[src/rtl/reg_arbiter_if.sv]
// Request/grant bus of the round-robin register arbiter.
// The LOCK signal exists only when ARB_LOCK_EN is defined.
interface reg_arbiter_if #(
    parameter int WIDTH = 4
);
    logic [3:0]         REQ;
    logic [4*WIDTH-1:0] DATA_IN;
`ifdef ARB_LOCK_EN
    logic               LOCK;
`endif
    logic [3:0]         GNT;
    logic [1:0]         OWNER;
    logic [WIDTH-1:0]   Q;
    logic               ACK;
    logic               BUSY;

`ifdef ARB_LOCK_EN
    modport master (output REQ, DATA_IN, LOCK, input GNT, OWNER, Q, ACK, BUSY);
    modport slave  (input REQ, DATA_IN, LOCK, output GNT, OWNER, Q, ACK, BUSY);
`else
    modport master (output REQ, DATA_IN, input GNT, OWNER, Q, ACK, BUSY);
    modport slave  (input REQ, DATA_IN, output GNT, OWNER, Q, ACK, BUSY);
`endif
endinterface

[src/rtl/reg_arbiter.sv]
// Four-requester round-robin arbiter guarding one shared storage register.
// A granted requester writes its data word into Q one cycle after the grant,
// ACK pulses for one cycle, and the grant is held until the owner drops REQ.
// Optional macro ARB_LOCK_EN adds LOCK: when high at release, the owner keeps
// top priority for the next arbitration instead of passing it on.
module reg_arbiter #(
    parameter int WIDTH = 4
) (
    input  logic          CLK,
    input  logic          CLR,
    reg_arbiter_if.slave  bus
);

    typedef enum logic [1:0] {
        IDLE,
        XFER,
        HOLD
    } state_t;

    state_t             state_q, state_d;
    logic [3:0]         gnt_q, gnt_d;
    logic [1:0]         owner_q, owner_d;
    logic [1:0]         ptr_q, ptr_d;
    logic [WIDTH-1:0]   q_q, q_d;
    logic               ack_q, ack_d;
    logic [1:0]         win;

    // First requesting index found searching upward from ptr, wrapping 3->0.
    function automatic logic [1:0] pick(input logic [3:0] req, input logic [1:0] ptr);
        logic [1:0] idx;
        logic [1:0] sel;
        logic       found;
        sel   = ptr;
        found = 1'b0;
        for (int i = 0; i < 4; i++) begin
            idx = ptr + 2'(i);
            if (!found && req[idx]) begin
                sel   = idx;
                found = 1'b1;
            end
        end
        return sel;
    endfunction

    // State register; CLR clears everything at once, no clock needed.
    always_ff @(posedge CLK or posedge CLR) begin
        if (CLR) begin
            state_q <= IDLE;
            gnt_q   <= '0;
            owner_q <= '0;
            ptr_q   <= '0;
            q_q     <= '0;
            ack_q   <= 1'b0;
        end else begin
            state_q <= state_d;
            gnt_q   <= gnt_d;
            owner_q <= owner_d;
            ptr_q   <= ptr_d;
            q_q     <= q_d;
            ack_q   <= ack_d;
        end
    end

    // Next-state logic: arbitrate in IDLE, write in XFER, hold until owner lets go.
    always_comb begin
        state_d = state_q;
        gnt_d   = gnt_q;
        owner_d = owner_q;
        ptr_d   = ptr_q;
        q_d     = q_q;
        ack_d   = 1'b0;
        win     = pick(bus.REQ, ptr_q);
        case (state_q)
            IDLE: begin
                gnt_d = '0;
                if (|bus.REQ) begin
                    gnt_d   = 4'b0001 << win;
                    owner_d = win;
                    state_d = XFER;
                end
            end
            XFER: begin
                q_d     = bus.DATA_IN[owner_q*WIDTH +: WIDTH];
                ack_d   = 1'b1;
                state_d = HOLD;
            end
            HOLD: begin
                if (!bus.REQ[owner_q]) begin
                    gnt_d   = '0;
                    state_d = IDLE;
`ifdef ARB_LOCK_EN
                    ptr_d   = bus.LOCK ? owner_q : owner_q + 2'd1;
`else
                    ptr_d   = owner_q + 2'd1;
`endif
                end
            end
            default: begin
                gnt_d   = '0;
                state_d = IDLE;
            end
        endcase
    end

    assign bus.GNT   = gnt_q;
    assign bus.OWNER = owner_q;
    assign bus.Q     = q_q;
    assign bus.ACK   = ack_q;
    assign bus.BUSY  = (state_q != IDLE);

endmodule

[src/flat_wrapper.sv]
// flat-port wrapper written by rule: the top's interface ports become plain ports
module reg_arbiter_flat 
#(
    parameter int WIDTH = 4
)
  (CLK, CLR, bus_REQ, bus_DATA_IN, bus_GNT, bus_OWNER, bus_Q, bus_ACK, bus_BUSY);
  reg_arbiter_if #(.WIDTH(WIDTH)) bus_i ();
  input  logic CLK;
  input  logic CLR;
  input wire logic [$bits(bus_i.REQ)-1:0] bus_REQ;
  input wire logic [$bits(bus_i.DATA_IN)-1:0] bus_DATA_IN;
  output wire logic [$bits(bus_i.GNT)-1:0] bus_GNT;
  output wire logic [$bits(bus_i.OWNER)-1:0] bus_OWNER;
  output wire logic [$bits(bus_i.Q)-1:0] bus_Q;
  output wire logic [$bits(bus_i.ACK)-1:0] bus_ACK;
  output wire logic [$bits(bus_i.BUSY)-1:0] bus_BUSY;
  assign bus_i.REQ = bus_REQ;
  assign bus_i.DATA_IN = bus_DATA_IN;
  assign bus_GNT = bus_i.GNT;
  assign bus_OWNER = bus_i.OWNER;
  assign bus_Q = bus_i.Q;
  assign bus_ACK = bus_i.ACK;
  assign bus_BUSY = bus_i.BUSY;
  reg_arbiter #(.WIDTH(WIDTH)) u_core (.CLK(CLK), .CLR(CLR), .bus(bus_i));
endmodule
[config.mk]
export PLATFORM = sky130hd
export DESIGN_NAME = reg_arbiter_flat
export DESIGN_NICKNAME = d
export VERILOG_FILES = /design/src/rtl/reg_arbiter_if.sv /design/src/rtl/reg_arbiter.sv /design/src/flat_wrapper.sv
export SDC_FILE = /design/constraint.sdc
export NUM_CORES = 1
export LEC_CHECK = 0
export ABC_AREA = 0
export CORE_AREA = 2 2 61 63
export CTS_CLUSTER_DIAMETER = 60
export DETAILED_ROUTE_END_ITERATION = 12
export DIE_AREA = 0 0 63 65
export GPL_ROUTABILITY_DRIVEN = 1
export SETUP_SLACK_MARGIN = 0.2
export SLEW_MARGIN = 5
export SYNTH_ARGS = -nofsm -noshare
export SYNTH_HDL_FRONTEND = slang
export SYNTH_SLANG_ARGS = --single-unit
[constraint.sdc]
create_clock -name CLK -period 2.1 [get_ports CLK]
set_input_delay 0.42 -clock CLK [delete_from_list [all_inputs] [get_ports CLK]]
set_output_delay 0.42 -clock CLK [all_outputs]
set_load 0.05 [all_outputs]
# Yosys cells after proc, flatten, opt, wreduce, memory -nomap -nowiden

Cells that the tools add are included.

Order comparisons: 5
Shift operators: 2
Reduce and logical (&&, ||, !) cells: 13
Multiplexer cells: 23
$add $sub $neg: 4
Equal/unequal tests: 4
Bitwise gates (word level): 2

Operator list:

| operator            | number |
|---|---|
| $shiftx 16x5->4     | 1 |
| $lt 2x3->1 const B  | 5 |
| $pmux 4 s3          | 1 |
| $bmux 1 s2          | 5 |
| $mux 2              | 5 |
| $mux 1              | 9 |
| $mux 4              | 2 |
| $reduce_and 2->1    | 4 |
| $pmux 2 s3          | 1 |
| $add 2x1->2 const B | 2 |
| $add 2x2->2 const B | 2 |
| $reduce_or 4->1     | 1 |
| $shl 1x2->4 const A | 1 |
| $logic_and 1x1->1   | 3 |
| $logic_not 1->1     | 3 |
| $eq 2x1->1 const B  | 1 |
| $eq 2x2->1 const B  | 1 |
| $logic_not 2->1     | 1 |
| $ne 2x1->1 const B  | 1 |
| $ne 2x2->1 const B  | 1 |
| $not 1->1           | 2 |
| $reduce_bool 2->1   | 1 |

Input port bits: 22
Word-level logic and storage cells: 59
Bits in registers: 15
Output and inout port bits: 12

# Depth between registers and ports, before layout

Depth in word-level cells: 15
Mapped depth: 5
Mapped depth without buffers: 5

# Worst setup path after synthesis

Ideal clock, no wire load.

Path kind: flip-flop to flip-flop
From: register u_core.owner_q[0], in the netlist u_core.bus.OWNER[0]
To: register u_core.gnt_q[2], in the netlist u_core.bus.GNT[2]
Cell stages (with the launch flop): 5
Setup time: 0.122 ns
Arrival: 1.716 ns
Buffers on the path: 1
Period minus slack after synthesis: 1.838 ns
Slack: 0.262 ns
Required time: 1.978 ns
Cell sequence: dfrtp_1 > buf_6 > mux4_2 > a21o_1 > a32o_1

Cells in the longest elaborated chain, start to end: 4

RTL lines:

| item                              | line              | source |
|---|---|---|
| start, declared                   | reg_arbiter.sv:22 | `logic [1:0] owner_q, owner_d;` |
| start signal, assigned            | reg_arbiter.sv:57 | `owner_q <= owner_d;` |
| $bmux 1 s2                        | reg_arbiter.sv:88 | `if (!bus.REQ[owner_q]) begin` |
| $mux 1 (not written as such)      | reg_arbiter.sv:88 |  |
| $ne 2x2->1 (no source line)       | --                |  |
| $reduce_and 2->1 (no source line) | --                |  |
| end signal, assigned              | reg_arbiter.sv:56 | `gnt_q <= gnt_d;` |
| end, declared                     | reg_arbiter.sv:21 | `logic [3:0] gnt_q, gnt_d;` |

Every way passes these cells. The select of a mux whose other input is x is not followed.
A chain may end at the register's enable or synchronous reset.

# Worst setup path in the final report

From: register u_core.ack_q, in the netlist u_core.bus.ACK
To: output bus_ACK

RTL lines:

| item                   | line               | source |
|---|---|---|
| start, declared        | reg_arbiter.sv:25  | `logic ack_q, ack_d;` |
| start signal, assigned | reg_arbiter.sv:60  | `ack_q <= ack_d;` |
| end, declared          | flat_wrapper.sv:15 | `output wire logic [$bits(bus_i.ACK)-1:0] bus_ACK;` |

No word-level cell between the ends.

==> impl_results.md <==
- Die outline width: 63 µm
- Clock tree root buffer cell: sky130_fd_sc_hd__clkbuf_4
- Vias per cell: 4.27
- Start-to-end type of the worst setup path: reg -> out
- Multi-input gate area: 408 µm²
- CTS buffer count: 3
- Peak Freq: 0.546 GHz
- Critical R2R Launch: u_core.bus.OWNER[0]$_DFFE_PP0P_
- Pin count of the biggest net entering global routing: 16
- Number of antenna violations at the first check in global routing: 0
- Fin Setup TNS: 0 ps
- Actual transition at the worst max-transition pin: 535 ps
- Clock Path Buffers: 2
- GRT Total Usage: 9.46%
- Post-detailed-route DRC marker count: 0
- Layout overhead on the synthesized area: 51.2%
- Hpwl dp: 1.49 mm
- Depth of the worst register-to-register path: 3
- Die span in y: 65 µm
- Number of endpoints with negative hold slack in the final report: 0
- Asr flop ratio synth: 100%
- I/O Buffers: 33
- Post-route antenna net violation count: 0
- Dominant cell type by area after synthesis: sky130_fd_sc_hd__dfrtp_1
- Worst-skew pair later-pin latency: 280 ps
- Cells along the critical path: clkdlybuf4s50_1
- Final Slew Violations: 0
- Count of vias placed by the detailed router: 627
- Number of buffers and inverters on the critical path: 1
- Area fraction of the dominant cell type after synthesis: 46.2%
- H-tree depth: 1
- Max rail drop VDD: 0.565 mV
- Final #Nets: 122
- Reg clk slew, reported paths: 90 ps
- Synthesis Warnings: 0
- Tightest Hold Check Type: in -> async
- Crit Reg-Reg Endpoint: u_core.bus.GNT[2]$_DFFE_PP0P_
- Final critical path time including I/O delays and setup: 1830 ps
- Top post-synthesis cells by count: sky130_fd_sc_hd__dfrtp_1 (15), sky130_fd_sc_hd__nor2b_1 (6), sky130_fd_sc_hd__mux2_2 (5), sky130_fd_sc_hd__mux4_1 (4), sky130_fd_sc_hd__o31ai_1 (4)
- Count of different cell masters after synthesis: 26
- Clock tree from TritonCTS: done
- Core ar.: 3500 µm²
- Post-Synthesis Net Count: 86
- Final core area utilization: 35.2%
- Dominant register cell in the synthesized netlist: sky130_fd_sc_hd__dfrtp_1
- Critical path's slowest cell: sky130_fd_sc_hd__clkdlybuf4s50_1
- Average footprint of a synthesized cell: 12.7 µm²
- First-pass GRT wire length: 2.97 mm
- Critical path arrival: 1410 ps
- Number of buffers added for setup after CTS: 0
- Post-Layout Inst Area: 1230 µm²
- #FFs+latches synth: 15
- Post-layout power: 1.87 mW
- Status: finished, final reports clean
- Critical path peak fanout: 1
- Vias in the first global route: 590
- Worst rel slew slack: 64.3%
- Cell family with the largest share of critical-path delay: buffers and inverters
- Total length of routed wires: 1.81 mm
- Gp weighted congestion: 0.772
- Cell area power density: 1520 nW/µm²
- Clock Sinks: 15
- Critical Path RT: 1680 ps
- Layout cell share with drive strength beyond 1: 19.2%
- Worst stage delay on the critical path: 800 ps
- Number of search-and-repair iterations in the first detailed-routing pass: 4
- Cell count after synthesis: 64
- R2r setup slk: 350 ps
- GRT Residual Overflow: 0
- Worst setup skew after layout: 14.2 ps
- Cell with the most instances after synthesis: sky130_fd_sc_hd__dfrtp_1
- Violation count after the first detailed-route iteration: 13
- Std cell rows: 22
- Worst-case hold slack: 466 ps
- Floorplan die area: 4100 µm²
- Sequential cell area: 375 µm²
- Hold bufs inserted after CTS: 0
- Fraction of the yosys area taken by sequential cells: 46.2%
- Antenna diode instance count: 0
- Pleak: 0.612 nW
- Final-report setup violation count: 0
- Initial Utilization: 23.3%
- Critical path endpoint category: primary output
- Filler cells: 375
- Max cap viols: 0
- Number of enable-type register cells in the synthesized netlist: 0
- RSZ-0062 raised after global routing: false
- Wire length per cell after detailed routing: 12.3 µm
- Top cells by area, synth: sky130_fd_sc_hd__dfrtp_1 (46%), sky130_fd_sc_hd__mux4_1 (13%), sky130_fd_sc_hd__mux2_2 (6.9%)
- Number of I/O pins: 34
- Final critical-path share of the clock period: 87.2%
- Worst Setup Start Kind: register
- DP Area: 1190 µm²
- Mapped cell area: 813 µm²
-- worst max path at each step --
stage	depth (start not counted)	from	slack (ps)	endpoint
after detailed placement	4	bus_REQ[2]	120	u_core.bus.GNT[2]$_DFFE_PP0P_
after global routing	1	u_core.bus.ACK$_DFF_PP0_	200	bus_ACK
after global placement	4	bus_REQ[3]	170	u_core.bus.GNT[2]$_DFFE_PP0P_
after floorplan	4	u_core.bus.OWNER[0]$_DFFE_PP0P_	260	u_core.bus.GNT[2]$_DFFE_PP0P_
final	1	u_core.bus.ACK$_DFF_PP0_	270	bus_ACK
after CTS	1	u_core.bus.Q[1]$_DFFE_PP0P_	210	bus_Q[1]
-- through the flow --
stage,setup WS [ps],instances
after global placement,168,143
after floorplan,262,64
after global routing,202,147
after detailed placement,118,143
final,269,147
after CTS,215,147
-- logic make-up (layout without fill, tap and decap cells) --
| family | after synthesis | count (layout) | synth area share [%] |
|---|---|---|---|
| simple gates | 16 | 16 | 11.4 |
| compound gates | 15 | 15 | 13.8 |
| flops | 15 | 15 | 46.2 |
| mux | 11 | 11 | 23.8 |
| buf+inv | 6 | 41 | 3.69 |
| xor+xnor | 1 | 1 | 1.08 |
-- where the power goes --
group | leakage (nW) | switching (mW) | internal (mW)
Combinational | 0.410 | 0.667 | 0.480
Sequential | 0.183 | 0.138 | 0.431
Clock | 0.0177 | 0.0861 | 0.0706
-- timing repair --
item | 4_1_cts | 5_1_grt
hold endpoints to repair | 0 | 0
pin swaps | 0 | 0
gates resized for setup | 1 | 10
endpoints found under the setup margin | 1 | 9
-- routing by layer --
metal / global-route usage (%) / vias up / routed length (µm)
met3: 2.60 / 2 / 81
met1: 13.7 / 296 / 870
met2: 13.0 / 16 / 833
met5: 0 / - / 0
li1: - / 313 / -
met4: 4.17 / 0 / 23
-- layout by cell type (no fill, tap or decap), drive strengths merged, types with 2 or more instances in the layout --
cell type	instances
dfrtp	15
nand2	2
clkbuf	4
mux4	5
o21ai	3
o31ai	4
inv	3
nor2b	6
clkdlybuf4s50	22
dlymetal6s2s	8
mux2	5
a21o	3
buf	3
nor2	3
-- state kept, by name, summed over array words and instances (netlist names) --
register / cells
u_core.bus.ACK: 1
u_core.bus.GNT: 4
u_core.bus.OWNER: 2
u_core.bus.Q: 4
u_core.ptr_q: 2
u_core.state_q: 2
-- layout make-up --
| class | instances | share of cell area (%) |
|---|---|---|
| multi-input combinational | 43 | 33.2 |
| sequential | 15 | 30.5 |
| timing repair buffer | 34 | 28.3 |
| tap | 48 | 4.88 |
| clock buffer | 3 | 1.83 |
| inverter | 3 | 0.916 |
| clock inverter | 1 | 0.407 |
(Power assumes the default switching activity.)
==> patch 1, RTL diff (same settings) <==
Take the reset off `q_q` and load it in a clocked block of its own.
--- a/src/rtl/reg_arbiter.sv
+++ b/src/rtl/reg_arbiter.sv
@@ -49,16 +49,18 @@
             gnt_q   <= '0;
             owner_q <= '0;
             ptr_q   <= '0;
-            q_q     <= '0;
             ack_q   <= 1'b0;
         end else begin
             state_q <= state_d;
             gnt_q   <= gnt_d;
             owner_q <= owner_d;
             ptr_q   <= ptr_d;
-            q_q     <= q_d;
             ack_q   <= ack_d;
         end
+    end
+
+    always_ff @(posedge CLK) begin
+        q_q <= q_d;
     end
 
     // Next-state logic: arbitrate in IDLE, write in XFER, hold until owner lets go.
Function: changed (a bounded check fails within 4 cycles, from zero or initial values; the reset may be asserted at any time).
==> patch 1 against the original RTL <==
- total power decreased by 4.9%
- design area decreased by 2.4%
- worst setup slack improved by 0.0023 ns
- wire length increased by 11%
- critical path depth unchanged
- highest routed layer unchanged
- count of clock-buffer cells in the layout increased by 1
- largest power group unchanged
- area after synthesis decreased by 3.8%
- sequential cell count unchanged
- register-to-register slack improved by 0.19 ns
==> patch 1: results (changes against the original RTL) <==
| Metric | Value |
|---|---|
| Worst skew pair latency | `0.28 ns (about the same)` |
| CP Capture Point | `bus_Q[2]` |
| Multiplexer share of the synthesized area | `19.04% (-4.8 points)` |
| Outcome | `complete, no violations` |
| Area share of xor/xnor cells in the synthesized design | `1.120% (+0.043 points)` |
| Placed Cells | `141 (-1.4%)` |
| R2R Setup Slk | `0.54 ns (+0.19 ns)` |
| Crit path launch | `u_core.bus.Q[2]` |
| FF-to-FF End | `u_core.bus.GNT[3]` |
| First-pass GRT wire length | `3139 um (+5.6%)` |
| Unique cell type count in the Yosys netlist | `27 (+3.8%)` |
| GP Congestion | `0.8131 (+5.4%)` |
| CP peak stage delay | `0.80 ns (about the same)` |
| DP Area | `1166 um2 (-1.8%)` |
| Slew at the pin closest to its max-slew limit | `0.5157 ns (-0.01937 ns)` |
| Cells after Synth | `60 (-6.3%)` |
| Maximum VDD drop | `0.7122 mV (+26%)` |
| Pleak | `0.5601 nW (-8.4%)` |
| Setup Skew | `0.003251 ns (-0.01097 ns)` |
| Ratio of cells with drive above 1 in the final layout | `11.34% (-7.9 points)` |
| CP max FO | `1 (unchanged)` |
| Vias in the first global route | `637 (+8.0%)` |
| Final nets | `120 (-1.6%)` |
| Share of flip-flops with an asynchronous set or reset | `73.33% (-27 points)` |
| Final non-filler cell total | `145 (-1.4%)` |
| M1 GR Usage | `11.81% (-1.9 points)` |
| Drt wl/cell | `13.82 um (+12%)` |
| Internal power | `0.9447 mW (-3.8%)` |
| Share of the synthesized area in the top cell type | `35.20% (-11 points)` |
| Synth Area in Compound Gates | `13.44% (-0.41 points)` |
| Synth top cells by count | `11 x dfrtp_1, 5 x nor2b_1, 4 x edfxtp_1, 4 x mux4_1, 4 x o21ai_0` |
| Via/cell ratio | `4.421 (+3.6%)` |
| Synth area leaders | `dfrtp_1 35%, edfxtp_1 15%, mux4_1 13%, nor2b_1 4.0%, a21o_1 2.9%` |
| Register area share after synthesis | `50.56% (+4.4 points)` |
| Filler cells | `349 (-6.9%)` |
| GRT met3 Usage | `4.861% (+2.3 points)` |
| DRT iter0 DRCs | `10 (-3)` |
| Total GRT Usage | `10.21% (+0.75 points)` |
| Mapped Nets | `82 (-4.7%)` |
| Setup crit end kind | `output pin` |
| Met2 global-route usage | `16.22% (+3.2 points)` |
| Clk slew on worst S/H paths | `0.09 ns (about the same)` |
| Detailed placement HPWL | `1519 um (+2.2%)` |
| Post-synth EDFFs | `4 (+4)` |
[patch 1: cell types whose count changed after synthesis, moves of 2 or more]
cell | before | now
clkbuf_1 | 2 | 0
edfxtp_1 | 0 | 4
mux2_2 | 5 | 1
dfrtp_1 | 15 | 11
[patch 1: repair_timing]
item                                    4_1_cts  5_1_grt
resized for setup                             2        4
hold buffers                                  0        0
endpoints found under the setup margin        2        4
pin swaps                                     0        0
setup buffers                                 0        0
[patch 1: how the worst min path moves through the flow]
stage | startpoint | endpoint | slack [ns] | cells after the start
4_1_cts | CLR | u_core.bus.ACK | 0.44 | 2
2_1_floorplan | CLR | u_core.bus.ACK | 0.27 | 1
5_1_grt | CLR | u_core.bus.ACK | 0.49 | 2
6_report | CLR | u_core.bus.OWNER[1] | 0.43 | 2
3_5_place_dp | u_core.bus.GNT[1] | u_core.bus.GNT[1] | 0.50 | 2
3_3_place_gp | u_core.bus.GNT[0] | u_core.bus.GNT[0] | 0.50 | 2
[patch 1: layout make-up]
cell class                      instances  area share (%)
Clock buffer                            4           2.190
Inverter                                3          0.9385
Tap cell                               48           5.005
Timing Repair Buffer                   35           28.99
Sequential cell                        15           32.95
Multi-Input combinational cell         40           29.93
[patch 1: cells by family after synthesis]
logic type | count (synthesis)
AO/OA/AOI/OAI | 15
flip-flops | 15
AND/OR/NAND/NOR | 17
XOR/XNOR | 1
buffers and inverters | 5
multiplexers | 7
[patch 1: metal layers]
| layer | vias up | part of all wire (%) |
|---|---|---|
| met5 | - | 0 |
| met4 | 0 | 0.60 |
| met3 | 2 | 8.2 |
| met2 | 30 | 45 |
| met1 | 307 | 46 |
| li1 | 302 | - |
[patch 1: metrics by stage]
| step | setup slack [ns] | utilization (%) |
|---|---|---|
| after floorplan | 0.2525 | - |
| after global placement | 0.1409 | 33.36 |
| after detailed placement | 0.1025 | 33.36 |
| after CTS | 0.2050 | 34.04 |
| after global routing | 0.2295 | 34.32 |
| final | 0.2711 | 34.32 |
[patch 1: power groups by stage]
| stage | Clock [mW] | Combinational (mW) | Sequential (mW) |
|---|---|---|---|
| 2_1_floorplan | 0 | 0.448 | 0.853 |
| 3_3_place_gp | 0 | 1.07 | 0.571 |
| 3_5_place_dp | 0 | 1.08 | 0.574 |
| 4_1_cts | 0.170 | 1.07 | 0.571 |
| 5_1_grt | 0.190 | 1.11 | 0.583 |
| 6_report | 0.162 | 1.05 | 0.565 |
==> patch 2, RTL diff (config.mk and constraints unchanged) <==
Made on the original files. `WIDTH` is set to 4 in 3 places; all go to 5.
--- a/src/rtl/reg_arbiter_if.sv
+++ b/src/rtl/reg_arbiter_if.sv
@@ -1,7 +1,7 @@
 // Request/grant bus of the round-robin register arbiter.
 // The LOCK signal exists only when ARB_LOCK_EN is defined.
 interface reg_arbiter_if #(
-    parameter int WIDTH = 4
+    parameter int WIDTH = 5
 );
     logic [3:0]         REQ;
     logic [4*WIDTH-1:0] DATA_IN;
--- a/src/rtl/reg_arbiter.sv
+++ b/src/rtl/reg_arbiter.sv
@@ -4,7 +4,7 @@
 // Optional macro ARB_LOCK_EN adds LOCK: when high at release, the owner keeps
 // top priority for the next arbitration instead of passing it on.
 module reg_arbiter #(
-    parameter int WIDTH = 4
+    parameter int WIDTH = 5
 ) (
     input  logic          CLK,
     input  logic          CLR,
--- a/src/flat_wrapper.sv
+++ b/src/flat_wrapper.sv
@@ -1,7 +1,7 @@
 // flat-port wrapper written by rule: the top's interface ports become plain ports
 module reg_arbiter_flat 
 #(
-    parameter int WIDTH = 4
+    parameter int WIDTH = 5
 )
   (CLK, CLR, bus_REQ, bus_DATA_IN, bus_GNT, bus_OWNER, bus_Q, bus_ACK, bus_BUSY);
   reg_arbiter_if #(.WIDTH(WIDTH)) bus_i ();
Interface: changed (resized bus_DATA_IN and bus_Q); port bits go from 34 to 39. No check against the original RTL was run, so the function may have changed too.
==> patch 2 against the original RTL <==
- sequential cell count grew 1
- clock power grew 30%
- critical path depth did not move
- worst setup slack got worse by 0.020 ns
- first-iteration DRC count grew 69%
- total power increased by 12%
- area after synthesis increased by 11%
- wire length grew 30%
- die area did not move
- via count up 28%
- count of clock-buffer cells in the layout grew 1
- design area increased by 12%
==> patch 2: results (changes against the original RTL) <==
| Metric | Value |
|---|---|
| GRT met3 Usage | `5.382% (+2.8 points)` |
| Layout area overhead | `52.84%` |
| Synth area leaders | `dfrtp_1 44%, mux4_2 12%, nand2_1 8.3%, mux2i_1 4.4%, o21ai_0 2.8%` |
| Setup Skew | `0.004027 ns (-0.01019 ns)` |
| Multiplexer share of the synthesized area | `18.12% (-5.7 points)` |
| Met1 wire length | `980 um (+13%)` |
| Worst hold slack | `0.4824 ns (+0.01682 ns)` |
| Post-place setup slack | `0.006817 ns (-0.1116 ns)` |
| Pleak | `0.6732 nW (+10%)` |
| Metal2 WL | `1150 um (+38%)` |
| Crit path launch | `u_core.bus.Q[4]` |
| Synth Area in Compound Gates | `12.45% (-1.4 points)` |
| Filler cells | `367 (-2.1%)` |
| CP max FO | `2 (+1)` |
| GP Congestion | `0.7219 (-6.4%)` |
| R2R Setup Slk | `0.49 ns (+0.14 ns)` |
| Ratio of cells with drive above 1 in the final layout | `14.17% (-5.0 points)` |
| Register area share after synthesis | `44.26% (-1.9 points)` |
| CP Capture Point | `bus_Q[4]` |
| Met2 global-route usage | `22.21% (+9.2 points)` |
| Placed Cells | `171 (+20%)` |
| Largest net degree at the start of global routing | `17 (+1)` |
| First-pass GRT wire length | `3967 um (+33%)` |
| Vias in the first global route | `862 (+46%)` |
| Final non-filler cell total | `175 (+19%)` |
| DRT iter0 DRCs | `22 (+9)` |
| Via/cell ratio | `4.571 (+7.2%)` |
| Synth top cells by count | `20 x nand2_1, 16 x dfrtp_1, 5 x inv_1, 5 x mux4_2, 5 x o21ai_0` |
| Final nets | `154 (+26%)` |
| Hold WC Path Type | `reg2reg` |
| Syn_area_per_cell | `10.64 um2 (-16%)` |
| Worst path arrival time | `1.43 ns (+0.02 ns)` |
| Outcome | `complete, no violations` |
| Total GRT Usage | `12.38% (+2.9 points)` |
| M1 GR Usage | `12.92% (-0.76 points)` |
| Maximum VDD drop | `0.5287 mV (-6.4%)` |
| Unique cell type count in the Yosys netlist | `32 (+23%)` |
| Reg2Reg Depth | `4 (+1)` |
| Final setup margin | `0.2486 ns (-0.02024 ns)` |
| Slew at the pin closest to its max-slew limit | `0.6142 ns (+0.07913 ns)` |
| Area share of xor/xnor cells in the synthesized design | `0.9682% (-0.11 points)` |
## patch 2: logic make-up after synthesis
| group | Yosys count |
|---|---|
| AND/OR/NAND/NOR | 35 |
| XOR/XNOR | 1 |
| AO/OA/AOI/OAI | 15 |
| multiplexers | 10 |
| flip-flops | 16 |
| buffers and inverters | 8 |
## patch 2: power by group
group / switching [mW] / leakage, nW / total (mW) / internal, mW
combinational: 0.806 / 0.452 / 1.31 / 0.502
sequential: 0.126 / 0.200 / 0.583 / 0.457
clock: 0.0985 / 0.0210 / 0.204 / 0.106
total: 1.03 / 0.673 / 2.10 / 1.06
## patch 2: layout make-up
class | count | area share, %
Multi-Input combinational cell | 61 | 33.12
Timing Repair Buffer | 41 | 29.59
Sequential cell | 16 | 28.96
Tap cell | 48 | 4.344
Clock buffer | 4 | 2.624
Inverter | 5 | 1.357
## patch 2: timing repair
item | CTS | global route
gates resized for setup | 3 | 6
setup endpoints to repair | 3 | 6
pin swaps | 0 | 0
